[config.mk]
export PLATFORM = sky130hd
export DESIGN_NAME = gpio_seq_ctrl
export DESIGN_NICKNAME = d
export VERILOG_FILES = /design/src/rtl/gpio_seq_ctrl.sv
export SDC_FILE = /design/constraint.sdc
export NUM_CORES = 1
export LEC_CHECK = 0
export ABC_AREA = 0
export CAP_MARGIN = 20
export CORE_ASPECT_RATIO = 0.7
export CORE_MARGIN = 4
export CORE_UTILIZATION = 44
export DETAILED_ROUTE_END_ITERATION = 16
export PLACE_DENSITY = 0.81
export SYNTH_ARGS = -nofsm -noshare
export SYNTH_HDL_FRONTEND = slang
export SYNTH_SLANG_ARGS = --single-unit
[constraint.sdc]
create_clock -name clk -period 2.04 [get_ports clk]
set_input_delay 0.204 -clock clk [delete_from_list [all_inputs] [get_ports clk]]
set_output_delay 0.204 -clock clk [all_outputs]
set_load 0.01 [all_outputs]
[src/rtl/gpio_seq_ctrl.sv]
// Wishbone control/status front end for the GPIO sequencer: run FSM,
// sticky maskable done interrupt, shadowed prescaler and a completed-run counter.
module gpio_seq_ctrl #(
  parameter logic [31:0] BASE_ADDR       = 32'h3000_0000,
  parameter logic [13:0] PRESCALER_RESET = 14'd1
) (
  input  logic        clk,
  input  logic        rst,
  input  logic        wbs_cyc_i,
  input  logic        wbs_stb_i,
  input  logic        wbs_we_i,
  input  logic [3:0]  wbs_sel_i,
  input  logic [31:0] wbs_adr_i,
  input  logic [31:0] wbs_dat_i,
  output logic        wbs_ack_o,
  output logic [31:0] wbs_dat_o,
  input  logic        done,
  output logic        enable,
  output logic        stop,
  output logic [13:0] prescaler,
  output logic        irq
);

  typedef enum logic [1:0] {
    S_IDLE,
    S_RUN,
    S_COMPLETE,
    S_ABORTING
  } state_e;

  state_e      state_q, state_d;
  logic        ack_q;
  logic [31:0] dat_q, dat_d;
  logic [13:0] shadow_q, shadow_d;
  logic [13:0] presc_q, presc_d;
  logic        auto_q, auto_d;
  logic        irq_en_q, irq_en_d;
  logic        sdone_q, sdone_d;
  logic [15:0] cnt_q, cnt_d;
  logic        done_q;

  logic        req, wr_req, rd_req;
  logic [3:0]  off;
  logic        wr_presc, ctrl_b0, wr_w1c;
  logic        start_wr, abort_wr, done_pulse;
  logic        done_set, cnt_inc, reload;
  logic [13:0] shadow_merge;
  logic        unused_bits;

  assign off      = wbs_adr_i[3:0];
  // Holding off while ack is high forces a one-cycle gap between back-to-back requests.
  assign req      = wbs_cyc_i & wbs_stb_i & ~ack_q & (wbs_adr_i[31:4] == BASE_ADDR[31:4]);
  assign wr_req   = req & wbs_we_i;
  assign rd_req   = req & ~wbs_we_i;
  assign wr_presc = wr_req & (off == 4'h0);
  assign ctrl_b0  = wr_req & (off == 4'h4) & wbs_sel_i[0];
  assign wr_w1c   = wr_req & (off == 4'h8) & wbs_sel_i[0] & wbs_dat_i[0];
  assign start_wr = ctrl_b0 & wbs_dat_i[0];
  assign abort_wr = ctrl_b0 & wbs_dat_i[1];
  assign done_pulse = done & ~done_q;

  assign unused_bits = ^{wbs_dat_i[31:14], wbs_sel_i[3:2]};

  // NOTE: every combinational output gets a default first, so no path can infer a latch.
  always_comb begin
    state_d  = state_q;
    done_set = 1'b0;
    cnt_inc  = 1'b0;
    reload   = 1'b0;
    unique case (state_q)
      S_IDLE: begin
        reload = 1'b1;
        if (start_wr && !abort_wr) state_d = S_RUN;
      end
      S_RUN: begin
        if (abort_wr)        state_d = S_ABORTING;
        else if (done_pulse) state_d = S_COMPLETE;
      end
      S_COMPLETE: begin
        done_set = 1'b1;
        cnt_inc  = 1'b1;
        state_d  = auto_q ? S_RUN : S_IDLE;
      end
      S_ABORTING: state_d = S_IDLE;
      default:    state_d = S_IDLE;
    endcase
  end

  always_comb begin
    shadow_merge = {wbs_sel_i[1] ? wbs_dat_i[13:8] : shadow_q[13:8],
                    wbs_sel_i[0] ? wbs_dat_i[7:0]  : shadow_q[7:0]};
    shadow_d = shadow_q;
    if (wr_presc) shadow_d = (shadow_merge == 14'd0) ? 14'd1 : shadow_merge;

    auto_d   = ctrl_b0 ? wbs_dat_i[2] : auto_q;
    irq_en_d = ctrl_b0 ? wbs_dat_i[3] : irq_en_q;
    presc_d  = reload ? shadow_q : presc_q;
    // Set wins over a same-cycle write-1-to-clear.
    sdone_d  = done_set ? 1'b1 : (wr_w1c ? 1'b0 : sdone_q);
    cnt_d    = (cnt_inc && cnt_q != 16'hFFFF) ? cnt_q + 16'd1 : cnt_q;

    dat_d = 32'd0;
    if (rd_req) begin
      unique case (off)
        4'h0:    dat_d = {18'd0, shadow_q};
        4'h4:    dat_d = {28'd0, irq_en_q, auto_q, 2'b00};
        4'h8:    dat_d = {30'd0, state_q == S_RUN, sdone_q};
        4'hC:    dat_d = {16'd0, cnt_q};
        default: dat_d = 32'd0;
      endcase
    end
  end

  // NOTE: sequential state uses non-blocking assignments so all flops update together.
  always_ff @(posedge clk or posedge rst) begin
    if (rst) begin
      state_q  <= S_IDLE;
      ack_q    <= 1'b0;
      dat_q    <= 32'd0;
      shadow_q <= PRESCALER_RESET;
      presc_q  <= PRESCALER_RESET;
      auto_q   <= 1'b0;
      irq_en_q <= 1'b0;
      sdone_q  <= 1'b0;
      cnt_q    <= 16'd0;
      done_q   <= 1'b0;
    end else begin
      state_q  <= state_d;
      ack_q    <= req;
      dat_q    <= dat_d;
      shadow_q <= shadow_d;
      presc_q  <= presc_d;
      auto_q   <= auto_d;
      irq_en_q <= irq_en_d;
      sdone_q  <= sdone_d;
      cnt_q    <= cnt_d;
      done_q   <= done;
    end
  end

  assign wbs_ack_o = ack_q;
  assign wbs_dat_o = dat_q;
  assign enable    = (state_q == S_RUN);
  assign stop      = (state_q == S_COMPLETE) || (state_q == S_ABORTING);
  assign prescaler = presc_q;
  assign irq       = sdone_q & irq_en_q;

endmodule

==> flow_metrics.py <==
metrics = {
    "status": {
        "status": "completed",
    },
    "setup_path": {
        "worst_setup_path_end_kind": "flop",
        "crit_slowest_cell": "or4_1",
        "rr_worst_depth": 5,
        "critPathLaunchType": "flop",
        "path_cells": "or4_1 > o2bb2ai_1 > o2111ai_1 > and4_1 > a21o_1",
        "rr_endpoint": "shadow_q[9]$_DFFE_PP0P_",
        "critPathRequiredTime_ns": 2.27,
        "crit_fanout": 6,
        "cp_top_family": "simple AND/OR/NAND/NOR gates",
        "critPathMaxStageDelay_ns": 0.51,
        "critPathKind": "reg -> reg",
        "crit-reg2reg-launch": "shadow_q[10]$_DFFE_PP0P_",
        "path_buf_inv": 0,
        "r2r_slack_ns": 0.14,
        "arrival_ns": 2.14,
    },
    "synth": {
        "ys_top_cells_by_area": "dfrtp_1 52%, mux2_2 9.7%, buf_4 4.1%",
        "ys_seq_area_share_pct": 53.7,
        "synth_largest_area_cell": "dfrtp_1",
        "synth_top_area_share_pct": 52.0,
        "yosysMostFrequentCell": "dfrtp_1",
        "netlist_area_sq_mm": 0.00313,
        "ys_async_sr_fraction_pct": 100,
        "ys_seq_elements": 67,
        "synthCells": 270,
        "synth_commonest_cells": "65 x dfrtp_1, 27 x mux2_2, 24 x nor2_1",
        "avgSynthCellArea_sq_um": 11.6,
        "yosysUniqueCellTypes": 45,
        "synthFlopType": "dfrtp_1",
        "synth-edff-count": 0,
        "yosysWarnings": 0,
    },
    "placed_design": {
        "gp_congestion": 0.874,
        "dpl_worst_slack_ns": -0.194,
        "postPlaceCellArea_sq_mm": 0.00426,
        "io_buffers": 87,
        "dp.cells": 470,
        "hpwl_um": 6270,
    },
    "final_layout": {
        "drive_above_1_share_pct": 19.7,
        "instances_no_fill": 485,
        "stdcell_area_sq_mm": 0.00446,
        "multi_input_area_sq_mm": 0.00134,
        "antenna_cells": 0,
        "syn_to_final_growth_pct": 42.4,
        "fill_cells": 539,
        "fin_util_pct": 65.3,
        "seq_area_sq_mm": 0.00168,
        "fin_nets": 462,
    },
    "clocking": {
        "post_cts_buffers": 0,
        "cts_sinks": 67,
        "clockBufferDepth": 2,
        "cts_resized": 0,
        "path_clk_slew_ns": 0.07,
        "hold_buffers": 0,
        "clock_latency_ns": 0.34,
        "tritoncts": "done",
        "clock-root-buffer": "clkbuf_8",
        "htree_levels": 3,
        "cts_buffers": 9,
    },
    "drt": {
        "drtIter0Drc": 195,
        "postRouteAntennaNets": 0,
        "num_vias": 2575,
        "vias_per_cell": 5.31,
        "routedWlPerCell_um": 16.8,
        "first_pass_iters": 5,
        "drc": 0,
        "wl_um": 8140,
    },
    "floorplanning": {
        "start_util_pct": 45.9,
        "core_area_sq_mm": 0.00682,
        "fp.dieArea_sq_mm": 0.00854,
        "die_x_um": 109,
        "rows": 25,
        "die_h_um": 78.5,
        "io_pins": 124,
    },
    "grt": {
        "grt_pass1_wl_um": 13200,
        "grt_max_degree": 32,
        "grt_usage_pct": 19.9,
        "grt_overflow": 0,
        "grt_pass1_vias": 2628,
        "antenna_found_initial": 0,
    },
    "timing": {
        "timing_max_transition_violations_final": 0,
        "setup_violations": 0,
        "hold_ws_ns": 0.186,
        "fmax_ghz": 0.525,
        "fin_tns_setup_ns": 0,
        "worst_slack_ns": 0.135,
        "rsz0062_at_grt": "false",
        "fin_crit_ns": 1.90,
        "final-hold-violation-count": 0,
        "skew_ns": 0.00794,
        "fin_crit_sh_pct": 93.4,
    },
    "power": {
        "peakVddDrop_v": 0.000520,
        "fin_total_pwr_mw": 2.65,
        "power.density_mw_per_mm2": 596,
        "p_leak_nw": 2.04,
    },
    "run": {
        "max_cap_violations": 0,
    },
    "hold_path": {
        "hold_path.class": "in -> async",
    },
}
worst register-to-register path: stages, from the launching register on:
cell and delay, ns:
dfrtp_1 0.42, or4_1 0.51, o2bb2ai_1 0.17, o2111ai_1 0.26, and4_1 0.29, a21o_1 0.15
final cells by class:
type | instances | share of cell area, %
clock inverters | 2 | 0.786
flip-flops and latches | 67 | 37.7
well taps | 94 | 2.64
multi-input cells | 189 | 30.0
inverters | 4 | 0.337
repair buffers | 116 | 25.0
clock buffers | 13 | 3.57
placed cells by master (no fill, tap or decap), types with 7 or more instances in the layout:
| cell type | n |
|---|---|
| a22oi_1 | 13 |
| buf_4 | 27 |
| clkbuf_8 | 11 |
| clkdlybuf4s50_1 | 87 |
| conb_1 | 16 |
| dfrtp_1 | 65 |
| mux2_2 | 27 |
| nand2_1 | 12 |
| nand4_1 | 9 |
| nor2_1 | 24 |
| nor4_1 | 10 |
| xnor2_1 | 7 |
| xor2_1 | 7 |
metal layers:
metal / part of all wire (%) / vias up / wire, um / track usage [%]
met3: 7.5 / 17 / 609 / 5.34
met5: 0 / - / 0 / 0
met4: 1.4 / 0 / 110 / 5.80
met2: 47 / 110 / 3820 / 30.8
li1: - / 1188 / - / -
met1: 44 / 1260 / 3600 / 27.5
flip-flops by register name, summed over array words and instances (netlist names), 2 cells and up:
name	count
cnt_q	16
prescaler	14
shadow_q	14
state_q	2
wbs_dat_o	16
where the power goes:
part	leakage, nW	internal, mW	switching [mW]
registers	0.919	1.33	0.00190
clock network	0.0995	0.624	0.478
logic	1.02	0.124	0.0962
total	2.04	2.08	0.576
cell families after synthesis:
kind of cell	Yosys count	synth area share [%]
compound gates	33	7.48
xor+xnor	14	3.92
fa+ha+maj	1	0.400
buf+inv	29	5.56
flops	67	53.7
mux	29	10.4
other cells	1	0.120
simple gates	96	18.5
how the worst max path moves through the flow:
stage                              from                       to  slack, ns  depth (start not counted)
3_3_place_gp               wbs_adr_i[8]  shadow_q[3]$_DFFE_PP0P_      -0.11                          7
3_5_place_dp              wbs_adr_i[18]  shadow_q[6]$_DFFE_PP0P_      -0.19                          7
2_1_floorplan                       rst       auto_q$_DFFE_PP0P_       0.16                          1
6_report       shadow_q[10]$_DFFE_PP0P_  shadow_q[9]$_DFFE_PP0P_       0.14                          5
4_1_cts            cnt_q[0]$_DFFE_PP0P_    cnt_q[15]$_DFFE_PP0P_       0.14                          6
5_1_grt                   wbs_adr_i[18]  shadow_q[6]$_DFFE_PP0P_       0.02                          7
(Power assumes the default switching activity.)
